**src/rtl/sram_arb2_if.sv**
```systemverilog
// rtl/sram_arb2_if.sv - signal bundle joining two masters and the SRAM core to the arbiter
interface sram_arb2_if;
    logic        p0_req;
    logic        p0_ready;
    logic        p0_rd;
    logic [17:0] p0_addr;
    logic [1:0]  p0_be;
    logic [15:0] p0_wr_data;
    logic        p0_rd_data_vld;
    logic [15:0] p0_rd_data;
    logic        p1_req;
    logic        p1_ready;
    logic        p1_rd;
    logic [17:0] p1_addr;
    logic [1:0]  p1_be;
    logic [15:0] p1_wr_data;
    logic        p1_rd_data_vld;
    logic [15:0] p1_rd_data;
    logic        sram_req;
    logic        sram_ready;
    logic        sram_rd;
    logic [17:0] sram_addr;
    logic [1:0]  sram_be;
    logic [15:0] sram_wr_data;
    logic        sram_rd_data_vld;
    logic [15:0] sram_rd_data;
    logic        rd_orphan_err;

    modport master (
        input  p0_req, p0_rd, p0_addr, p0_be, p0_wr_data,
        output p0_ready, p0_rd_data_vld, p0_rd_data,
        input  p1_req, p1_rd, p1_addr, p1_be, p1_wr_data,
        output p1_ready, p1_rd_data_vld, p1_rd_data,
        output sram_req, sram_rd, sram_addr, sram_be, sram_wr_data,
        input  sram_ready, sram_rd_data_vld, sram_rd_data,
        output rd_orphan_err
    );

    modport slave (
        output p0_req, p0_rd, p0_addr, p0_be, p0_wr_data,
        input  p0_ready, p0_rd_data_vld, p0_rd_data,
        output p1_req, p1_rd, p1_addr, p1_be, p1_wr_data,
        input  p1_ready, p1_rd_data_vld, p1_rd_data,
        input  sram_req, sram_rd, sram_addr, sram_be, sram_wr_data,
        output sram_ready, sram_rd_data_vld, sram_rd_data,
        input  rd_orphan_err
    );
endinterface

```
**src/rtl/sram_arb2.sv**
```systemverilog
// rtl/sram_arb2.sv - two-port round-robin arbiter onto one SRAM core port with read-return tag FIFO
// Optional read-over-write tie priority: SRAM_ARB_RD_PRIORITY_EN
module sram_arb2 #(
    parameter int TAG_DEPTH_LOG2 = 2
) (
    input  logic         a_clk,
    input  logic         a_rst,
    sram_arb2_if.master  bus
);
    localparam int DEPTH = 1 << TAG_DEPTH_LOG2;

    typedef enum logic {IDLE, BUSY} state_t;

    state_t                    state, state_nxt;
    logic                      owner, last, win, grant, hs;
    logic                      elig0, elig1, full, empty, push, pop, head;
    logic [TAG_DEPTH_LOG2-1:0] wr_ptr, rd_ptr;
    logic [TAG_DEPTH_LOG2:0]   count;
    logic                      tag_mem [DEPTH];
    logic                      sel_rd;
    logic [17:0]               sel_addr;
    logic [1:0]                sel_be;
    logic [15:0]               sel_data;

    // Eligibility uses the registered count, so a same-cycle pop never unblocks a read early
    assign full  = (count == (TAG_DEPTH_LOG2 + 1)'(DEPTH));
    assign empty = (count == '0);
    assign elig0 = bus.p0_req & (~bus.p0_rd | ~full);
    assign elig1 = bus.p1_req & (~bus.p1_rd | ~full);
    assign hs    = (state == BUSY) & bus.sram_ready;
    assign push  = hs & bus.sram_rd;
    assign pop   = bus.sram_rd_data_vld & ~empty;
    assign head  = tag_mem[rd_ptr];

    assign bus.p0_ready = hs & ~owner;
    assign bus.p1_ready = hs & owner;

    always_comb begin
        win = 1'b0;
        if (elig0 & elig1) begin
`ifdef SRAM_ARB_RD_PRIORITY_EN
            if (bus.p0_rd != bus.p1_rd) win = bus.p1_rd;
            else                        win = ~last;
`else
            win = ~last;
`endif
        end else begin
            win = elig1;
        end
    end

    always_comb begin
        sel_rd   = bus.p0_rd;
        sel_addr = bus.p0_addr;
        sel_be   = bus.p0_be;
        sel_data = bus.p0_wr_data;
        if (win) begin
            sel_rd   = bus.p1_rd;
            sel_addr = bus.p1_addr;
            sel_be   = bus.p1_be;
            sel_data = bus.p1_wr_data;
        end
    end

    always_comb begin
        state_nxt = state;
        grant     = 1'b0;
        case (state)
            IDLE: if (elig0 | elig1) begin
                grant     = 1'b1;
                state_nxt = BUSY;
            end
            BUSY: if (bus.sram_ready) state_nxt = IDLE;
        endcase
    end

    always_ff @(posedge a_clk) begin
        if (a_rst) state <= IDLE;
        else       state <= state_nxt;
    end

    always_ff @(posedge a_clk) begin
        if (a_rst) begin
            bus.sram_req     <= 1'b0;
            bus.sram_rd      <= 1'b0;
            bus.sram_addr    <= '0;
            bus.sram_be      <= '0;
            bus.sram_wr_data <= '0;
            owner            <= 1'b0;
            last             <= 1'b1;
        end else if (grant) begin
            bus.sram_req     <= 1'b1;
            bus.sram_rd      <= sel_rd;
            bus.sram_addr    <= sel_addr;
            bus.sram_be      <= sel_rd ? 2'b11 : sel_be;
            bus.sram_wr_data <= sel_data;
            owner            <= win;
        end else if (hs) begin
            bus.sram_req     <= 1'b0;
            last             <= owner;
        end
    end

    always_ff @(posedge a_clk) begin
        if (push) tag_mem[wr_ptr] <= owner;
    end

    always_ff @(posedge a_clk) begin
        if (a_rst) begin
            wr_ptr <= '0;
            rd_ptr <= '0;
            count  <= '0;
        end else begin
            if (push) wr_ptr <= wr_ptr + 1'b1;
            if (pop)  rd_ptr <= rd_ptr + 1'b1;
            case ({push, pop})
                2'b10:   count <= count + 1'b1;
                2'b01:   count <= count - 1'b1;
                default: count <= count;
            endcase
        end
    end

    // Core returns data strictly in issue order, so the head tag names the destination port
    always_ff @(posedge a_clk) begin
        if (a_rst) begin
            bus.p0_rd_data_vld <= 1'b0;
            bus.p1_rd_data_vld <= 1'b0;
            bus.p0_rd_data     <= '0;
            bus.p1_rd_data     <= '0;
            bus.rd_orphan_err  <= 1'b0;
        end else begin
            bus.p0_rd_data_vld <= pop & ~head;
            bus.p1_rd_data_vld <= pop & head;
            if (pop & ~head) bus.p0_rd_data <= bus.sram_rd_data;
            if (pop & head)  bus.p1_rd_data <= bus.sram_rd_data;
            if (bus.sram_rd_data_vld & empty) bus.rd_orphan_err <= 1'b1;
        end
    end
endmodule

```
**src/flat_wrapper.sv**
```systemverilog
// flat-port wrapper written by rule: the top's interface ports become plain ports
module sram_arb2_flat 
#(
    parameter int TAG_DEPTH_LOG2 = 2
)
  (a_clk, a_rst, bus_p0_req, bus_p0_rd, bus_p0_addr, bus_p0_be, bus_p0_wr_data, bus_p0_ready, bus_p0_rd_data_vld, bus_p0_rd_data, bus_p1_req, bus_p1_rd, bus_p1_addr, bus_p1_be, bus_p1_wr_data, bus_p1_ready, bus_p1_rd_data_vld, bus_p1_rd_data, bus_sram_req, bus_sram_rd, bus_sram_addr, bus_sram_be, bus_sram_wr_data, bus_sram_ready, bus_sram_rd_data_vld, bus_sram_rd_data, bus_rd_orphan_err);
  sram_arb2_if bus_i ();
  input  logic a_clk;
  input  logic a_rst;
  input wire logic [$bits(bus_i.p0_req)-1:0] bus_p0_req;
  input wire logic [$bits(bus_i.p0_rd)-1:0] bus_p0_rd;
  input wire logic [$bits(bus_i.p0_addr)-1:0] bus_p0_addr;
  input wire logic [$bits(bus_i.p0_be)-1:0] bus_p0_be;
  input wire logic [$bits(bus_i.p0_wr_data)-1:0] bus_p0_wr_data;
  output wire logic [$bits(bus_i.p0_ready)-1:0] bus_p0_ready;
  output wire logic [$bits(bus_i.p0_rd_data_vld)-1:0] bus_p0_rd_data_vld;
  output wire logic [$bits(bus_i.p0_rd_data)-1:0] bus_p0_rd_data;
  input wire logic [$bits(bus_i.p1_req)-1:0] bus_p1_req;
  input wire logic [$bits(bus_i.p1_rd)-1:0] bus_p1_rd;
  input wire logic [$bits(bus_i.p1_addr)-1:0] bus_p1_addr;
  input wire logic [$bits(bus_i.p1_be)-1:0] bus_p1_be;
  input wire logic [$bits(bus_i.p1_wr_data)-1:0] bus_p1_wr_data;
  output wire logic [$bits(bus_i.p1_ready)-1:0] bus_p1_ready;
  output wire logic [$bits(bus_i.p1_rd_data_vld)-1:0] bus_p1_rd_data_vld;
  output wire logic [$bits(bus_i.p1_rd_data)-1:0] bus_p1_rd_data;
  output wire logic [$bits(bus_i.sram_req)-1:0] bus_sram_req;
  output wire logic [$bits(bus_i.sram_rd)-1:0] bus_sram_rd;
  output wire logic [$bits(bus_i.sram_addr)-1:0] bus_sram_addr;
  output wire logic [$bits(bus_i.sram_be)-1:0] bus_sram_be;
  output wire logic [$bits(bus_i.sram_wr_data)-1:0] bus_sram_wr_data;
  input wire logic [$bits(bus_i.sram_ready)-1:0] bus_sram_ready;
  input wire logic [$bits(bus_i.sram_rd_data_vld)-1:0] bus_sram_rd_data_vld;
  input wire logic [$bits(bus_i.sram_rd_data)-1:0] bus_sram_rd_data;
  output wire logic [$bits(bus_i.rd_orphan_err)-1:0] bus_rd_orphan_err;
  assign bus_i.p0_req = bus_p0_req;
  assign bus_i.p0_rd = bus_p0_rd;
  assign bus_i.p0_addr = bus_p0_addr;
  assign bus_i.p0_be = bus_p0_be;
  assign bus_i.p0_wr_data = bus_p0_wr_data;
  assign bus_p0_ready = bus_i.p0_ready;
  assign bus_p0_rd_data_vld = bus_i.p0_rd_data_vld;
  assign bus_p0_rd_data = bus_i.p0_rd_data;
  assign bus_i.p1_req = bus_p1_req;
  assign bus_i.p1_rd = bus_p1_rd;
  assign bus_i.p1_addr = bus_p1_addr;
  assign bus_i.p1_be = bus_p1_be;
  assign bus_i.p1_wr_data = bus_p1_wr_data;
  assign bus_p1_ready = bus_i.p1_ready;
  assign bus_p1_rd_data_vld = bus_i.p1_rd_data_vld;
  assign bus_p1_rd_data = bus_i.p1_rd_data;
  assign bus_sram_req = bus_i.sram_req;
  assign bus_sram_rd = bus_i.sram_rd;
  assign bus_sram_addr = bus_i.sram_addr;
  assign bus_sram_be = bus_i.sram_be;
  assign bus_sram_wr_data = bus_i.sram_wr_data;
  assign bus_i.sram_ready = bus_sram_ready;
  assign bus_i.sram_rd_data_vld = bus_sram_rd_data_vld;
  assign bus_i.sram_rd_data = bus_sram_rd_data;
  assign bus_rd_orphan_err = bus_i.rd_orphan_err;
  sram_arb2 #(.TAG_DEPTH_LOG2(TAG_DEPTH_LOG2)) u_core (.a_clk(a_clk), .a_rst(a_rst), .bus(bus_i));
endmodule
```
**config.mk**
```make
export PLATFORM = sky130hd
export DESIGN_NAME = sram_arb2_flat
export DESIGN_NICKNAME = d
export VERILOG_FILES = /design/src/rtl/sram_arb2_if.sv /design/src/rtl/sram_arb2.sv /design/src/flat_wrapper.sv
export SDC_FILE = /design/constraint.sdc
export NUM_CORES = 1
export LEC_CHECK = 0
export CORE_MARGIN = 4
export CORE_UTILIZATION = 43
export CTS_BUF_LIST = sky130_fd_sc_hd__clkbuf_8
export CTS_CLUSTER_DIAMETER = 100
export DETAILED_ROUTE_END_ITERATION = 7
export PLACE_DENSITY_LB_ADDON = 0.15
export SLEW_MARGIN = 25
export SYNTH_ARGS = -nofsm -noshare
export SYNTH_HDL_FRONTEND = slang
export SYNTH_SLANG_ARGS = --single-unit
```
**constraint.sdc**
```tcl
create_clock -name a_clk -period 2.7 [get_ports a_clk]
set_input_delay 0.54 -clock a_clk [delete_from_list [all_inputs] [get_ports a_clk]]
set_output_delay 0.54 -clock a_clk [all_outputs]
set_load 0.01 [all_outputs]
```
==> impl_metrics.ini <==
[run_status]
status = finished, final reports clean

[final_layout]
drive_gt1_share_pct = 6.36
final_area_um2 = 5660
num-fill-cells = 688
synthToLayoutAreaGrowth_pct = 52.0
nNetsFinal = 663
register_area_um2 = 1820
multiInputGateArea_um2 = 1710
layout_commonest_cell = clkdlybuf4s50_1
diodes = 0
layout_common_cells = clkdlybuf4s50_1 (169), dfxtp_1 (85), nand2_1 (74)

[route]
drt_iter0_drc = 100
highest_layer = met4
wl_met2_um = 5240
met1_length_um = 4140
wl_per_cell_um = 15.7
routed-via-count = 3479
postRouteAntennaNets = 0
wl_met3_um = 987
route.detailed.drc = 0
first_pass_iters = 4
via_per_inst = 5.18
drt_wl_total_um = 10500

[clocking]
cts_resized = 0
cts.htree.levels = 3
postCtsSetupBuffers = 0
clock_latency_ns = 0.35
clock-sinks = 89
hold_buffers = 0
cts_buffer_depth = 2
numCtsBuffers = 9
cts-root-buf = clkbuf_8
clkTransAtPathRegs_ns = 0.09
cts_tree = built

[critical_path]
cp-startpoint = bus_sram_ready
required_ns = 2.16
reg2reg_to = u_core.count[2]
startpoint_type = primary input
critPathKind = in -> out
reg2reg_depth = 8
endpoint_kind = output pin
timing.rr.start = u_core.count[0]
arrival_ns = 1.79
worstPathMaxFanout = 4
reg2reg_slack_ns = 0.55

[hold_path]
worstHoldEndpoint = u_core.bus.sram_req
min_path_type = reg -> reg
hold_path_startpoint = u_core.bus.sram_req
hold_depth = 1

[sta]
finalHoldViolCount = 0
tns_ns = 0
worst_slack_ns = 0.365
finalWorstPathRequiredPeriod_ns = 2.33
final_max_slew_viol_count = 0
clock.fmax_mhz = 428
tightest_slew_ns = 0.592
rsz0062_at_grt = no
slew_headroom_pct = 60.6
setup_viol_count_final = 0
fin_crit_sh_pct = 86.5
skew_ns = 0.0125
whs_ns = 0.478

[synth]
ys_warn_count = 0
yosysSeqAreaShare_pct = 48.9
netlist_top_cells_area = dfxtp_1 (46%), mux2i_1 (8.6%), a311oi_1 (8.5%)
ys_types = 38
netlist_instances = 400
synth_edf_count = 4
synth-main-ff-cell = dfxtp_1
synthDominantCellAreaShare_pct = 45.7
avgSynthCellArea_um2 = 9.31
synth_top_area_cell = dfxtp_1
syn-num-nets = 502
async_flop_share_pct = 0
syn_area_um2 = 3720
ys_ff_latch = 89

[grt]
grtUsageTotal_pct = 20.5
antenna_found_initial = 0
grt_pass1_vias = 3478
overflow = 0
grt_pass1_wl_um = 16700
grt_max_degree = 40

[floorplan]
die_w_um = 101
initial_core_util_pct = 44.9
coreArea_um2 = 8300
die_y_um = 101
die-area_um2 = 10200
row_count = 33
ioPinCount = 171

[placed_design]
placedInstanceArea_um2 = 5490
dp_hpwl_um = 7630
gp_congestion = 0.745
place_ws_ns = 0.124
io_buffers = 170

[run]
max-cap-violations = 0

[power]
power.leakage_nw = 2.18
vdd.ir_drop.worst_v = 0.000244
p_total_w = 0.00290
p_per_area_nw_per_um2 = 512
-- metal layers --
metal / up-vias / global-route usage (%)
met3: 12 / 7.34
met5: - / 0
met2: 136 / 33.8
met4: 0 / 7.67
met1: 1610 / 24.5
li1: 1721 / -
-- report_power, final --
group / total [W] / switching, W / leakage, nW / internal [W]
clock: 0.000815 / 0.000481 / 0.0872 / 0.000335
sequential: 0.00145 / 0.0000505 / 0.733 / 0.00140
combinational: 0.000627 / 0.000272 / 1.36 / 0.000354
total: 0.00290 / 0.000803 / 2.18 / 0.00209
-- critical path, stage by stage --
cell	delay, ns
clkdlybuf4s50_1	0.51
and3_1	0.19
clkdlybuf4s50_1	0.55
-- area by class of cell --
class,count,share of cell area [%]
Tap cell,105,2.32
Inverter,9,0.597
Multi-Input combinational cell,271,30.2
Sequential cell,89,32.2
Timing Repair Buffer,181,31.7
Clock buffer,9,2.19
Clock inverter,7,0.818
-- cell usage after synthesis, types with 2 or more instances --
| cell | count |
|---|---|
| a21oi_1 | 43 |
| a311oi_1 | 36 |
| and2_1 | 4 |
| and3_1 | 2 |
| buf_2 | 5 |
| buf_6 | 5 |
| clkbuf_1 | 21 |
| dfxtp_1 | 85 |
| edfxtp_1 | 4 |
| ha_1 | 5 |
| inv_1 | 8 |
| mux2i_1 | 32 |
| nand2_1 | 74 |
| nor2_1 | 45 |
| nor3_1 | 4 |
| o21ai_0 | 2 |
| xnor2_1 | 2 |
| xor2_1 | 3 |
-- registers in the layout, indices dropped and copies added (netlist names), 2 cells and up, named ones only --
name                     cells
u_core.bus.p0_rd_data       16
u_core.bus.sram_be           2
u_core.rd_ptr                2
u_core.wr_ptr                2
u_core.tag_mem               4
u_core.bus.sram_wr_data     16
u_core.count                 3
u_core.bus.sram_addr        18
u_core.bus.p1_rd_data       16
-- worst max-delay path by stage --
stage	end	slack [ns]	cells after the start
6_report	bus_p1_ready	0.37	3
2_1_floorplan	u_core.count[2]	0.60	9
5_1_grt	bus_p0_ready	0.29	4
4_1_cts	bus_p1_ready	0.36	3
3_5_place_dp	u_core.count[2]	0.12	9
3_3_place_gp	u_core.count[2]	0.22	9
-- kinds of logic (layout without fill, tap and decap cells) --
group | count (synthesis) | count (layout) | synth area share (%)
buffers and inverters | 40 | 206 | 5.21
AO/OA/AOI/OAI | 90 | 90 | 17.2
adder cells (fa/ha/maj) | 6 | 6 | 2.22
flip-flops | 89 | 89 | 48.9
multiplexers | 33 | 33 | 9.21
XOR/XNOR | 5 | 5 | 1.18
AND/OR/NAND/NOR | 137 | 137 | 16.0
-- metrics by stage --
step,util (%),instances
floorplan,-,400
global placement,66.1,655
detailed placement,66.1,655
CTS,68.2,671
global route,68.2,671
finish,68.2,671
No activity file was read; power rests on OpenSTA's default activity.
